File: src/rtl/register_bank_if.sv
// Control/data bundle between the control unit (master) and the register bank (slave).
interface register_bank_if #(
  parameter int unsigned WIDTH = 8,
  parameter int unsigned DEPTH = 4
);
  localparam int unsigned AW = $clog2(DEPTH);

  logic             en;
  logic [2:0]       op;
  logic [AW-1:0]    waddr;
  logic [WIDTH-1:0] wdata;
  logic [AW-1:0]    raddr_a;
  logic [AW-1:0]    raddr_b;
  logic [WIDTH-1:0] rdata_a;
  logic [WIDTH-1:0] rdata_b;
  logic             zero_a;
  logic             carry;

  modport master (
    output en, op, waddr, wdata, raddr_a, raddr_b,
    input  rdata_a, rdata_b, zero_a, carry
  );

  modport slave (
    input  en, op, waddr, wdata, raddr_a, raddr_b,
    output rdata_a, rdata_b, zero_a, carry
  );
endinterface

File: src/rtl/register_bank.sv
// Bank of DEPTH WIDTH-bit registers with in-place ALU-style ops, a carry flag and two
// registered read ports that forward same-edge updates.
module register_bank #(
  parameter int unsigned WIDTH = 8,
  parameter int unsigned DEPTH = 4
) (
  input  logic           clk,
  input  logic           rst,
  register_bank_if.slave bus
);
  localparam int unsigned AW = $clog2(DEPTH);

  localparam logic [2:0] OpLoad  = 3'b001;
  localparam logic [2:0] OpClear = 3'b010;
  localparam logic [2:0] OpInc   = 3'b011;
  localparam logic [2:0] OpDec   = 3'b100;
  localparam logic [2:0] OpShl   = 3'b101;
  localparam logic [2:0] OpShr   = 3'b110;

  logic [WIDTH-1:0] regs_q [DEPTH];
  logic [WIDTH-1:0] regs_d [DEPTH];
  logic [WIDTH-1:0] rdata_a_q, rdata_a_d;
  logic [WIDTH-1:0] rdata_b_q, rdata_b_d;
  logic             zero_a_q, zero_a_d;
  logic             carry_q, carry_d;

  logic [2**AW-1:0] addr_valid;
  logic [WIDTH-1:0] cur;
  logic [WIDTH-1:0] nxt;
  logic             apply;

  // Address decode via a map avoids constant-range compares when DEPTH is a power of two.
  always_comb begin
    addr_valid = '0;
    for (int i = 0; i < 2**AW; i++) begin
      addr_valid[i] = (i < DEPTH);
    end
  end

  always_comb begin
    cur = '0;
    for (int i = 0; i < DEPTH; i++) begin
      if (bus.waddr == AW'(i)) cur = regs_q[i];
    end

    nxt     = cur;
    apply   = 1'b0;
    carry_d = carry_q;
    if (bus.en && addr_valid[bus.waddr]) begin
      case (bus.op)
        OpLoad: begin
          nxt   = bus.wdata;
          apply = 1'b1;
        end
        OpClear: begin
          nxt     = '0;
          carry_d = 1'b0;
          apply   = 1'b1;
        end
        OpInc: begin
          nxt     = cur + WIDTH'(1);
          carry_d = &cur;
          apply   = 1'b1;
        end
        OpDec: begin
          nxt     = cur - WIDTH'(1);
          carry_d = ~|cur;
          apply   = 1'b1;
        end
        OpShl: begin
          nxt     = {cur[WIDTH-2:0], bus.wdata[0]};
          carry_d = cur[WIDTH-1];
          apply   = 1'b1;
        end
        OpShr: begin
          nxt     = {bus.wdata[0], cur[WIDTH-1:1]};
          carry_d = cur[0];
          apply   = 1'b1;
        end
        default: ;
      endcase
    end
  end

  // Read muxes select from the next-state array so same-edge writes are forwarded.
  always_comb begin
    rdata_a_d = '0;
    rdata_b_d = '0;
    for (int i = 0; i < DEPTH; i++) begin
      regs_d[i] = (apply && bus.waddr == AW'(i)) ? nxt : regs_q[i];
    end
    for (int i = 0; i < DEPTH; i++) begin
      if (bus.raddr_a == AW'(i)) rdata_a_d = regs_d[i];
      if (bus.raddr_b == AW'(i)) rdata_b_d = regs_d[i];
    end
    zero_a_d = (rdata_a_d == '0);
  end

  always_ff @(posedge clk or negedge rst) begin
    if (!rst) begin
      for (int i = 0; i < DEPTH; i++) regs_q[i] <= '0;
      rdata_a_q <= '0;
      rdata_b_q <= '0;
      zero_a_q  <= 1'b1;
      carry_q   <= 1'b0;
    end else begin
      for (int i = 0; i < DEPTH; i++) regs_q[i] <= regs_d[i];
      rdata_a_q <= rdata_a_d;
      rdata_b_q <= rdata_b_d;
      zero_a_q  <= zero_a_d;
      carry_q   <= carry_d;
    end
  end

  assign bus.rdata_a = rdata_a_q;
  assign bus.rdata_b = rdata_b_q;
  assign bus.zero_a  = zero_a_q;
  assign bus.carry   = carry_q;
endmodule

File: src/flat_wrapper.sv
// flat-port wrapper written by rule: the top's interface ports become plain ports
module register_bank_flat 
#(
  parameter int unsigned WIDTH = 8,
  parameter int unsigned DEPTH = 4
)
  (clk, rst, bus_en, bus_op, bus_waddr, bus_wdata, bus_raddr_a, bus_raddr_b, bus_rdata_a, bus_rdata_b, bus_zero_a, bus_carry);
  register_bank_if #(.WIDTH(WIDTH), .DEPTH(DEPTH)) bus_i ();
  input  logic clk;
  input  logic rst;
  input wire logic [$bits(bus_i.en)-1:0] bus_en;
  input wire logic [$bits(bus_i.op)-1:0] bus_op;
  input wire logic [$bits(bus_i.waddr)-1:0] bus_waddr;
  input wire logic [$bits(bus_i.wdata)-1:0] bus_wdata;
  input wire logic [$bits(bus_i.raddr_a)-1:0] bus_raddr_a;
  input wire logic [$bits(bus_i.raddr_b)-1:0] bus_raddr_b;
  output wire logic [$bits(bus_i.rdata_a)-1:0] bus_rdata_a;
  output wire logic [$bits(bus_i.rdata_b)-1:0] bus_rdata_b;
  output wire logic [$bits(bus_i.zero_a)-1:0] bus_zero_a;
  output wire logic [$bits(bus_i.carry)-1:0] bus_carry;
  assign bus_i.en = bus_en;
  assign bus_i.op = bus_op;
  assign bus_i.waddr = bus_waddr;
  assign bus_i.wdata = bus_wdata;
  assign bus_i.raddr_a = bus_raddr_a;
  assign bus_i.raddr_b = bus_raddr_b;
  assign bus_rdata_a = bus_i.rdata_a;
  assign bus_rdata_b = bus_i.rdata_b;
  assign bus_zero_a = bus_i.zero_a;
  assign bus_carry = bus_i.carry;
  register_bank #(.WIDTH(WIDTH), .DEPTH(DEPTH)) u_core (.clk(clk), .rst(rst), .bus(bus_i));
endmodule
File: config.mk
export PLATFORM = sky130hd
export DESIGN_NAME = register_bank_flat
export DESIGN_NICKNAME = d
export VERILOG_FILES = /design/src/rtl/register_bank_if.sv /design/src/rtl/register_bank.sv /design/src/flat_wrapper.sv
export SDC_FILE = /design/constraint.sdc
export NUM_CORES = 1
export LEC_CHECK = 0
export CAP_MARGIN = 5
export CORE_UTILIZATION = 41
export DETAILED_ROUTE_END_ITERATION = 7
export PLACE_DENSITY_LB_ADDON = 0.1
export REMOVE_ABC_BUFFERS = 1
export SYNTH_ARGS = -nofsm -noshare
export SYNTH_HDL_FRONTEND = slang
export SYNTH_SLANG_ARGS = --single-unit
File: constraint.sdc
create_clock -name clk -period 6.45 [get_ports clk]
set_input_delay 0.645 -clock clk [delete_from_list [all_inputs] [get_ports clk]]
set_output_delay 0.645 -clock clk [all_outputs]
set_load 0.01 [all_outputs]
==> flow_summary.toml, run 1 <==
[setup_path]
cp-start-kind = "primary input"
r2r-end = "u_core.bus.zero_a$_DFF_PN1_"
crit_fanout = 19
cp.required_ns = 6.67
r2r-start = "u_core.regs_q[8]$_DFF_PN0_"
cp_num_buf_inv = 1
slowest_stage = "clkdlybuf4s50_1"
slowest_delay_ns = 1.05
cp-end-kind = "flop"
r2r_slack_ns = 2.54
cp_top_family = "compound AO/OA/AOI/OAI gates"
rr_worst_depth = 11
crit_type = "in -> reg"
path_cells = "clkdlybuf4s50_1, mux2i_1, mux2i_1, fa_1, a21o_1, a211o_1, a32oi_4, a21oi_1, mux2_2, a211o_1, or4_1, nor4_2"
arrival_ns = 5.25

[route]
drt-total-wl_mm = 9.604
drcViolationCount = 0
drt_iter0_drc = 207
firstDrtPassIters = 4
route.antenna.remaining_nets = 0
via_per_inst = 6.225
num_vias = 2932
avgRoutedWirePerCell_um = 20.39

[pwr]
comb_power_share_pct = 41.2
seqPwrFrac_pct = 36.3
vdd_drop_max_uv = 134.5
p_int_w = 0.0007922
power.density_nw_per_um2 = 301.7
clkPwrFrac_pct = 22.5
p_sw_share_pct = 33.98
p_leak_nw = 1.536
switchingPower_w = 0.0004077

[clocking]
cts_hold_buf = 0
ctsRootBufferMaster = "clkbuf_8"
worstSkewPairLatency_ns = 0.30
ctsResizeCount = 0
clock_sinks = 50
cts_setup_buffers = 0
cts.clk_slew.worst_paths_ns = 0.09
clockBufferDepth = 2
cts_tree = "done"
cts_buffers = 5
h-tree-depth = 2

[sta]
fin_hold_ws_ns = 0.4273
period_needed_ns = 5.029
relSlewSlack_pct = 40.28
fin_tns_setup_ns = 0
finalHoldViolations = 0
rsz0062_at_grt = "no"
finalCritPeriodShare_pct = 77.98
tightest_slew_ns = 0.8930
fmax_mhz = 198.8
clock_skew_ns = 0.004161
setup_viol = 0
slew_viol_final = 0

[finish]
instances_no_fill = 471
drive_gt1_share_pct = 13.82
final_common_cell = "dfrtp_1"
layout_common_cells = "dfrtp_1, nor2_1, clkdlybuf4s50_1"
nNetsFinal = 395
antenna_cells = 0
area_growth_pct = 17.09
nFillCells = 742

[synthesis]
synth.distinct_cells = 61
syn_area_um2 = 3397
yosysSeqAreaShare_pct = 36.87
synth_edf_count = 0
yosys_warnings = 0
synth_top_area_cell = "dfrtp_1"
synth_async_sr_flop_share_pct = 100.0
synth_seq_cells = 50
syn_inst = 343
synth.area.top_cells = "dfrtp_1, mux4_2, nor2_1"
avgSynthCellArea_um2 = 9.904
synthFlopType = "dfrtp_1"
synthDominantCellAreaShare_pct = 36.10

[die]
start_util_pct = 43.07
fp.dieArea_um2 = 8654
row_count = 32
fp.dieW_um = 93.03
ios = 38
fp.dieH_um = 93.03
coreArea_um2 = 7888

[placement]
placed_cells = 463
hpwl_mm = 7.007
place_congestion = 0.8841
io_buffers = 37

[hold_path]
hp-class = "in -> async"

[global_routing]
grtUsageTotal_pct = 23.96
gr-total-overflow = 0
grt_pass1_vias = 2949
grt_pass1_wl_mm = 15.81
grt_max_degree = 51
antenna_found_initial = 0

[outcome]
status = "complete, no violations"

[run]
drv_cap = 0
==> cell families after synthesis <==
| family | count (synthesis) | share of synthesized area (%) |
|---|---|---|
| buffers and inverters | 33 | 3.904 |
| adder cells (fa/ha/maj) | 7 | 2.799 |
| AO/OA/AOI/OAI | 99 | 20.96 |
| multiplexers | 32 | 16.24 |
| XOR/XNOR | 5 | 1.289 |
| flip-flops | 50 | 36.87 |
| AND/OR/NAND/NOR | 117 | 17.94 |
==> per-layer routing <==
metal  vias up  global-route usage (%)  routed length [µm]
met5         -                       0                   0
met4         0                   6.923                 173
met3        14                   3.496                 405
met2       100                   38.42                4567
met1      1473                   33.76                4458
li1       1345                       -                   -
==> how the worst max path moves through the flow <==
stage / depth (start not counted) / from / to / slack, ns
6_report: 12 / bus_waddr[1] / u_core.bus.zero_a$_DFF_PN1_ / 1.42
2_1_floorplan: 10 / bus_op[1] / u_core.bus.zero_a$_DFF_PN1_ / 2.12
5_1_grt: 12 / bus_waddr[1] / u_core.bus.zero_a$_DFF_PN1_ / 1.11
3_3_place_gp: 12 / bus_waddr[1] / u_core.bus.zero_a$_DFF_PN1_ / 1.21
4_1_cts: 12 / bus_waddr[1] / u_core.bus.zero_a$_DFF_PN1_ / 1.45
3_5_place_dp: 12 / bus_waddr[1] / u_core.bus.zero_a$_DFF_PN1_ / 1.13
==> flip-flops by register name (all words and copies together), names as in the netlist <==
name / flops
u_core.bus.carry: 1
u_core.bus.rdata_a: 8
u_core.bus.rdata_b: 8
u_core.bus.zero_a: 1
u_core.regs_q: 32
==> synthesized netlist by cell type, types with 4 or more instances <==
cell type   n
xnor2_1     4
a31oi_1     5
buf_1       4
ha_1        6
inv_1       9
a211oi_1    7
nand2b_1    5
o221ai_1    4
nand2_1    23
nand3_1     5
mux2_2     12
and2_1      6
clkbuf_1   18
a211o_1     4
o21ai_0     8
nor2b_1     8
dfrtp_1    49
a21o_1     10
a41oi_1     4
mux4_2     16
a21oi_1    29
nor2_1     40
a311oi_1    5
nor3b_1     4
or4_1       4
==> power by group through the flow <==
stage | Sequential (W) | Clock, W | Combinational, W
CTS | 0.000434 | 0.000277 | 0.000491
finish | 0.000436 | 0.000270 | 0.000494
global route | 0.000445 | 0.000289 | 0.000538
floorplan | 0.000441 | 0 | 0.000300
detailed placement | 0.000439 | 0 | 0.000489
global placement | 0.000440 | 0 | 0.000487
==> final cells by class <==
| type | instances | area (µm²) | share of cell area, % |
|---|---|---|---|
| clock buffers | 6 | 82.58 | 2.076 |
| clock inverters | 2 | 60.06 | 1.510 |
| inverters | 9 | 33.78 | 0.8493 |
| multi-input cells | 260 | 2018 | 50.74 |
| flip-flops and latches | 50 | 1252 | 31.49 |
| well taps | 102 | 127.6 | 3.209 |
| repair buffers | 42 | 402.9 | 10.13 |
==> per-stage QoR <==
step / power [W] / worst slack (ns) / cell area [µm²] / utilization, %
floorplan: 0.0007409 / 2.115 / 3298 / -
global placement: 0.0009275 / 1.206 / 3835 / 48.62
detailed placement: 0.0009281 / 1.128 / 3835 / 48.62
CTS: 0.001202 / 1.451 / 3978 / 50.43
global route: 0.001271 / 1.105 / 3978 / 50.43
finish: 0.001200 / 1.421 / 3978 / 50.43
Note: power is estimated with default switching activity, not from simulation.
==> inputs of run 2 (changes only) <==
Clock period 6.45 ns to 4.15 ns, I/O delays scaled along.
==> run 2 against run 1 <==
  * Critical path depth decreased by 1
  * Power grew 59%
  * Global-route usage grew 0.62 points
  * Sequential share of layout area shrank 2.3 points
  * Critical path type unchanged
  * Critical endpoint unchanged
==> flow_summary.toml, run 2 (synthesized netlist as in run 1, its figures left out) <==
[clocking]
cts_setup_buffers = 0
cts_tree = "done"
cts_hold_buf = 0
cts.clk_slew.worst_paths_ns = 0.09
clock_sinks = 50
ctsResizeCount = 0
ctsRootBufferMaster = "clkbuf_8"
h-tree-depth = 2
clockBufferDepth = 2
worstSkewPairLatency_ns = 0.30
cts_buffers = 5

[pwr]
comb_power_share_pct = 46.5
power.density_nw_per_um2 = 445.0
vdd_drop_max_uv = 215.9
clkPwrFrac_pct = 18.0
p_sw_share_pct = 34.41
p_leak_nw = 1.741
seqPwrFrac_pct = 35.5
switchingPower_w = 0.0006563
p_int_w = 0.001251

[finish]
fin_area_um2 = 4285
nFillCells = 686
nNetsFinal = 440
largest-register = "u_core.regs_q"
area_growth_pct = 26.15
drive_gt1_share_pct = 22.95
antenna_cells = 0
layout_common_cells = "buf_4, dfrtp_1, nor2_1"
largest_register_ffs = 32
utilization_pct = 54.33
instances_no_fill = 516
final_common_cell = "buf_4"

[sta]
tightest_slew_ns = 0.6470
period_needed_ns = 3.924
setup_viol = 0
finalHoldViolations = 0
rsz0062_at_grt = "no"
fmax_mhz = 254.8
fin_hold_ws_ns = 0.2028
finalCritPeriodShare_pct = 94.55
slew_viol_final = 0
clock_skew_ns = 0.008476
relSlewSlack_pct = 56.87

[global_routing]
gr-total-overflow = 0
grt_busiest_layer = "met2"
use_met2_pct = 38.30
grt_max_degree = 51
grt_pass1_wl_mm = 16.10
grt_use_met3_pct = 3.740
grt_pass1_vias = 3048
antenna_found_initial = 0
grtUsageTotal_pct = 24.57
grt_util_met1_pct = 35.60

[die]
coreArea_um2 = 7888
start_util_pct = 43.07
fp.dieW_um = 93.03
ios = 38
row_count = 32
fp.dieH_um = 93.03
fp.dieArea_um2 = 8654

[outcome]
status = "complete, no violations"

[route]
num_vias = 3054
drt_iter0_drc = 147
drcViolationCount = 0
route.antenna.remaining_nets = 0
drt-total-wl_mm = 9.846
via_per_inst = 5.919
avgRoutedWirePerCell_um = 19.08
firstDrtPassIters = 4

[placement]
place_congestion = 0.9018
io_buffers = 37
placed_cells = 508
dpl_cell_area_um2 = 4173
hpwl_mm = 7.647

[hold_path]
hp-class = "in -> async"

[run]
drv_cap = 0

[setup_path]
rr_worst_depth = 11
cp-end-kind = "flop"
r2r-end = "u_core.bus.zero_a$_DFF_PN1_"
crit_fanout = 5
cp.required_ns = 4.37
cp-start-kind = "primary input"
crit_type = "in -> reg"
r2r_slack_ns = 0.51
r2r-start = "u_core.regs_q[26]$_DFF_PN0_"
arrival_ns = 4.14
==> run 2: cell count changes in the layout (fill, tap and decap cells not counted) <==
cell	before	now
clkbuf_1	0	1
clkinvlp_4	0	1
buf_4	5	50
bufinv_16	2	1
dlymetal6s2s_1	0	1
clkdlybuf4s50_1	36	35
clkbuf_8	6	5
==> run 2: stage by stage <==
stage	TNS [ns]	setup WS, ns	total power (W)
2_1_floorplan	0	0.04547	0.001152
3_3_place_gp	-0.1258	-0.1258	0.001564
3_5_place_dp	-0.2659	-0.2163	0.001569
4_1_cts	0	0.1011	0.001914
5_1_grt	0	0.07802	0.002023
6_report	0	0.2260	0.001907
==> run 2: area by class of cell <==
class / count / area [µm²] / share of cell area (%)
multi-input cells: 260 / 2018 / 47.09
flip-flops and latches: 50 / 1252 / 29.23
repair buffers: 87 / 743.2 / 17.34
well taps: 102 / 127.6 / 2.978
clock buffers: 6 / 72.57 / 1.693
clock inverters: 2 / 37.54 / 0.8759
inverters: 9 / 33.78 / 0.7883
==> run 2: power groups by stage <==
stage,clock [W],combinational [W],sequential (W)
finish,0.000342,0.000887,0.000678
global placement,0,0.000873,0.000691
global route,0.000368,0.000967,0.000688
detailed placement,0,0.000883,0.000686
CTS,0.000352,0.000887,0.000675
floorplan,0,0.000465,0.000686
==> run 2: critical path, stage by stage <==
cell and delay (ns):
clkdlybuf4s50_1 0.60, mux4_1 0.70, ha_1 0.38, o21a_1 0.22, buf_4 0.14, o311ai_0 0.30
o31ai_1 0.20, mux2_2 0.33, mux4_2 0.51, a21o_1 0.20, nor4_2 0.15
==> run 2: per-layer routing <==
metal | up-vias | wire length (µm)
li1 | 1437 | -
met1 | 1489 | 4325
met2 | 116 | 4612
met3 | 12 | 732
met4 | 0 | 176
met5 | - | 0
==> run 2: worst max-delay path by stage <==
stage | end | startpoint | cells past startpoint | slack, ns
floorplan | u_core.bus.zero_a$_DFF_PN1_ | bus_op[1] | 10 | 0.05
global placement | u_core.bus.zero_a$_DFF_PN1_ | bus_waddr[1] | 12 | -0.13
detailed placement | u_core.bus.zero_a$_DFF_PN1_ | bus_waddr[1] | 13 | -0.22
CTS | u_core.bus.zero_a$_DFF_PN1_ | bus_waddr[1] | 13 | 0.10
global route | u_core.bus.zero_a$_DFF_PN1_ | bus_waddr[0] | 11 | 0.08
finish | u_core.bus.zero_a$_DFF_PN1_ | bus_waddr[0] | 11 | 0.23
==> patch 1, RTL diff (config.mk and constraints of run 2) <==
Remove the case item `OpInc` of the case on `bus.op`.
--- a/src/rtl/register_bank.sv
+++ b/src/rtl/register_bank.sv
@@ -57,11 +57,6 @@
           carry_d = 1'b0;
           apply   = 1'b1;
         end
-        OpInc: begin
-          nxt     = cur + WIDTH'(1);
-          carry_d = &cur;
-          apply   = 1'b1;
-        end
         OpDec: begin
           nxt     = cur - WIDTH'(1);
           carry_d = ~|cur;
Formal check against the unedited RTL: not equivalent (Yosys sat finds a counterexample within 4 cycles, from zero or initial values and one cycle with rst low).
==> patch 1 against run 2 <==
Via count shrank 7.3%. Register-to-register slack gained 400 ps. Critical path depth unchanged. Largest cell class unchanged. Combinational power down 33%. Sequential cell count unchanged. Global-route usage fell by 1.3 points. Power shrank 18%. Count of clock-buffer cells in the layout is the same. Clock power decreased by 12%. Synthesized area decreased by 7.0%. Routed wire length shrank 7.8%. Setup slack better by 280 ps. Design area is 11% lower. Largest power group is now sequential cells.
==> patch 1: results (changes against run 2) <==
Total wire length - 9080 µm (-7.8%)
Most instantiated cells after synthesis - dfrtp_1 (49), nor2_1 (39), nand2_1 (33)
P_leak - 1.43 nW (-18%)
GP Congestion - 0.874 (-3.0%)
Largest Register - u_core.regs_q
Crit path DAT - 3870 ps (-270 ps)
Antenna fix cells - 0 (unchanged)
Cts bufs inserted - 5 (unchanged)
Nets@finish - 389 (-12%)
Worst IR Drop VDD - 0.000193 V (-11%)
Share of the synthesized area in the top cell type - 38.8% (+2.7 points)
CTS Buffer Depth - 2 (unchanged)
Synth unique cells - 63 (+3.3%)
Status - finished clean
Final Skew - 5.80 ps (-2.67 ps)
Root Driver - clkbuf_8
CP Max Fanout - 8 (+3)
Worst min-delay path class - in2async
Vias in the first global route - 2653 (-13%)
Slew margin rel. - 23.5% (-33 points)
Seq/Total Area, Yosys - 39.6% (+2.8 points)
Max reg flops - 32 (unchanged)
DRT Pass-1 Iters - 4 (unchanged)
Drt via density - 6.06 (+2.5%)
Worst-path clk slew - 90 ps (about the same)
Layout cell share with drive strength beyond 1 - 19.3% (-3.7 points)
First-pass GRT wire length - 14500 µm (-9.8%)
Total GRT Usage - 23.3% (-1.3 points)
Detailed Route Iter0 Violations - 285 (+94%)
Largest net degree at the start of global routing - 51 (unchanged)
Worst-Skew Late Latency - 310 ps
# port buffers - 37 (unchanged)
Async SR Flop Fraction - 100% (unchanged)
CTS H-tree lvls - 2 (unchanged)
Yosys warns - 0 (unchanged)
Most area-consuming cells after synthesis - dfrtp_1 (39%), mux4_2 (14%), nor2_1 (4.6%)
CTS resizes - 0 (unchanged)
Hpwl dp - 6720 µm (-12%)
Initial antenna violation count - 0 (unchanged)
Primary FF master, synth - dfrtp_1
Setup bufs post-CTS - 0 (unchanged)
[patch 1: changes by cell type in the layout (fill, tap and decap cells not counted), sizes merged, moves of 6 or more]
cell and change:
a21o -8, a21oi -9, buf -30, mux2 -7
nand2 +10, nor2b -6, o21ai +9
[patch 1: path summary, 6_finish.rpt]
kind	start	to	slack (ps)	cells past startpoint
max	bus_waddr[0]	u_core.bus.zero_a$_DFF_PN1_	500	11
min	rst	u_core.bus.rdata_a[0]$_DFF_PN0_	210	2
max reg2reg	u_core.regs_q[0]$_DFF_PN0_	u_core.bus.zero_a$_DFF_PN1_	910	9
min reg2reg	u_core.regs_q[8]$_DFF_PN0_	u_core.regs_q[8]$_DFF_PN0_	550	1
max in group asynchronous	rst	u_core.regs_q[27]$_DFF_PN0_	3520	2
min in group clk	u_core.regs_q[8]$_DFF_PN0_	u_core.regs_q[8]$_DFF_PN0_	550	1
[patch 1: cells by family (layout without fill, tap and decap cells)]
group,count (synthesis),in the layout,synth area share (%)
AO/OA/AOI/OAI,88,88,18.5
flip-flops,50,50,39.6
AND/OR/NAND/NOR,130,130,21.5
adder cells (fa/ha/maj),2,2,0.792
XOR/XNOR,1,1,0.277
multiplexers,24,24,15.3
buffers and inverters,28,73,4.04
[patch 1: where the power goes]
| group | internal (W) | switching (W) | total [W] |
|---|---|---|---|
| combinational | 0.000293 | 0.000304 | 0.000597 |
| sequential | 0.000599 | 0.0000765 | 0.000675 |
| clock | 0.000134 | 0.000167 | 0.000301 |
[patch 1: worst max-delay path, stage by stage]
cell             delay, ps
clkdlybuf4s50_1        450
buf_4                  190
mux4_2                 530
inv_1                  120
ha_1                   250
a31oi_1                150
nor3_4                 380
a211oi_1               130
or4_4                  540
or4_1                  560
nor4_2                 150
[patch 1: area by class of cell]
type | instances | area (µm²)
Fill cell | 686 | 3550
Multi-Input combinational cell | 245 | 1800
Sequential cell | 50 | 1250
Timing Repair Buffer | 57 | 515
Tap cell | 99 | 124
Clock buffer | 6 | 82.6
Inverter | 8 | 30.0
Clock inverter | 2 | 12.5
[patch 1: layer usage]
metal  GRT usage (%)  share of wire, %
met1            34.4                47
met2            35.4                46
met3            3.81               5.9
met4            6.42               1.3
met5               0                 0
[patch 1: stage by stage]
| stage | cell area [µm²] | setup slack (ps) | utilization [%] | std cells | hold slack [ps] |
|---|---|---|---|---|---|
| after CTS | 3810 | 511 | 51.8 | 467 | 230 |
| after global placement | 3720 | 259 | 50.5 | 459 | 535 |
| after detailed placement | 3720 | 175 | 50.5 | 459 | 533 |
| after global routing | 3810 | 372 | 51.8 | 467 | 262 |
| final | 3810 | 504 | 51.8 | 467 | 206 |
| after floorplan | 3060 | 675 | - | 303 | 119 |
==> patch 2, RTL diff (settings of run 2) <==
Made on the original files. `DEPTH` is set to 4 in 3 places; all go to 8.
--- a/src/rtl/register_bank_if.sv
+++ b/src/rtl/register_bank_if.sv
@@ -1,7 +1,7 @@
 // Control/data bundle between the control unit (master) and the register bank (slave).
 interface register_bank_if #(
   parameter int unsigned WIDTH = 8,
-  parameter int unsigned DEPTH = 4
+  parameter int unsigned DEPTH = 8
 );
   localparam int unsigned AW = $clog2(DEPTH);
 
--- a/src/rtl/register_bank.sv
+++ b/src/rtl/register_bank.sv
@@ -2,7 +2,7 @@
 // registered read ports that forward same-edge updates.
 module register_bank #(
   parameter int unsigned WIDTH = 8,
-  parameter int unsigned DEPTH = 4
+  parameter int unsigned DEPTH = 8
 ) (
   input  logic           clk,
   input  logic           rst,
--- a/src/flat_wrapper.sv
+++ b/src/flat_wrapper.sv
@@ -2,7 +2,7 @@
 module register_bank_flat 
 #(
   parameter int unsigned WIDTH = 8,
-  parameter int unsigned DEPTH = 4
+  parameter int unsigned DEPTH = 8
 )
   (clk, rst, bus_en, bus_op, bus_waddr, bus_wdata, bus_raddr_a, bus_raddr_b, bus_rdata_a, bus_rdata_b, bus_zero_a, bus_carry);
   register_bank_if #(.WIDTH(WIDTH), .DEPTH(DEPTH)) bus_i ();
Ports: changed (resized bus_raddr_a, bus_raddr_b and bus_waddr); port bits go from 38 to 41. The function was not compared with the original's and may differ.
==> patch 2 against run 2 <==
Sequential cell count grew 32. Synthesized cell count grew 110%. Sequential power grew 74%. Synthesized area grew 82%. Utilization grew 1.8 points. Routed wire length grew to 2.8 times the old value. Setup slack lost 68 ps. Fmax shrank 1.7%. Design area grew 91%. Via count grew 130%. Cell count grew 110%. Power grew 85%. Clock skew is essentially flat. Combinational power grew 70%. Critical path type unchanged. Largest cell class unchanged. Highest routed layer unchanged.
==> patch 2: results (changes against run 2) <==
Status - finished clean
First-pass GRT wire length - 41300 µm (+160%)
Signal buffers - 187 (+110%)
M1 GR Usage - 47.6% (+12 points)
Comb_multi_in - 560 (+120%)
Reg2reg start - u_core.regs_q[24]$_DFF_PN0_
Most instantiated cells after synthesis - nor2_1 (106), dfrtp_1 (81), a21oi_1 (63)
WHS - 247 ps (+44.4 ps)
Worst Reg-to-Reg Cells - 14 (+3)
Setup bufs post-CTS - 3 (+3)
Root Driver - clkbuf_16
P_leak - 3.45 nW (+98%)
Cts bufs inserted - 9 (+4)
Worst IR Drop VDD - 0.000220 V (+1.9%)
Fraction of area in multi-input gates - 47.8% (+0.68 points)
Layout cell share with drive strength beyond 1 - 26.6% (+3.7 points)
Clk sinks - 82 (+64%)
Drt via density - 6.52 (+10%)
Clock buffer count - 12 (+6)
Initial antenna violation count - 0 (unchanged)
Largest net degree at the start of global routing - 83 (+63%)
Inverter count - 30 (+21)
DR WL met3 - 2380 µm (+230%)
Routing usage on met2 - 55.5% (+17 points)
Worst-path clk slew - 60 ps (-30 ps)
Top Family by Delay on Critical Path - compound AO/OA/AOI/OAI gates
GR Layer Usage met3 - 6.49% (+2.7 points)
CP max stage delay - 490 ps (-210 ps)
Reg2reg setup slack - 200 ps (-310 ps)
Seq area share - 25.1% (-4.1 points)
Critical path type - in2reg
Total GRT Usage - 35.5% (+11 points)
Buffering overhead - 19.2% (+1.9 points)
Clk cell area share - 3.75% (+1.2 points)
CTS H-tree lvls - 3 (+1)
Peak Freq - 0.250 GHz (-1.7%)
# port buffers - 40 (+8.1%)
Detailed Route Iter0 Violations - 742 (+400%)
Mapped Cells - 719 (+110%)
DRT Pass-1 Iters - 5 (+1)
Vias in the first global route - 6826 (+120%)
Pre-CTS WS - -511 ps (-295 ps)
DP Area - 0.00765 mm² (+83%)
Slew @ Worst Pin - 1090 ps (+446 ps)
Met2 Wirelength - 12400 µm (+170%)
Hpwl dp - 20600 µm (+170%)
CP max-delay cell - fa_1
GP Congestion - 0.984 (+9.1%)
CP Max Fanout - 11 (+6)
Nets@finish - 900 (+100%)
Multi-input logic area - 0.00391 mm² (+94%)
Seq/Total Area, Yosys - 33.3% (-3.6 points)
Filler cells - 1374 (+100%)
Worst-Skew Late Latency - 350 ps (+50 ps)
Inst Count DP - 1035 (+100%)
Most area-consuming cells after synthesis - dfrtp_1 (33%), nor2_1 (6.4%), a21oi_1 (5.1%)
Fin cells - 1059 (+110%)
Total wire length - 27300 µm (+180%)
First element of the critical path - bus_waddr[1]
Synth unique cells - 90 (+48%)
==> patch 2: cell types whose count changed after synthesis, moves of 11 or more <==
cell / delta
a21oi_1: +34
o21ai_0: +28
dfrtp_1: +32
a31oi_1: +13
nor2_1: +66
nand2_1: +37
mux2i_1: +18
buf_2: +11
inv_1: +17
==> patch 2: report_power, final <==
part	switching (W)	leakage [nW]	internal [W]	total, W
sequential	0.000176	0.955	0.00101	0.00118
combinational	0.000797	2.35	0.000708	0.00151
clock	0.000335	0.145	0.000498	0.000833
total	0.00131	3.45	0.00221	0.00352
==> patch 2: cells by family (layout without fill, tap and decap cells) <==
| family | after synthesis | after routing | synth area share [%] |
|---|---|---|---|
| and+or+nand+nor | 258 | 258 | 20.6 |
| muxes | 42 | 42 | 9.67 |
| xor gates and xnor gates | 2 | 2 | 0.284 |
| buffers and inverters | 78 | 233 | 5.71 |
| adders and majority gates | 7 | 7 | 1.54 |
| AOI/OAI and AO/OA | 250 | 251 | 28.9 |
| DFF | 82 | 82 | 33.3 |
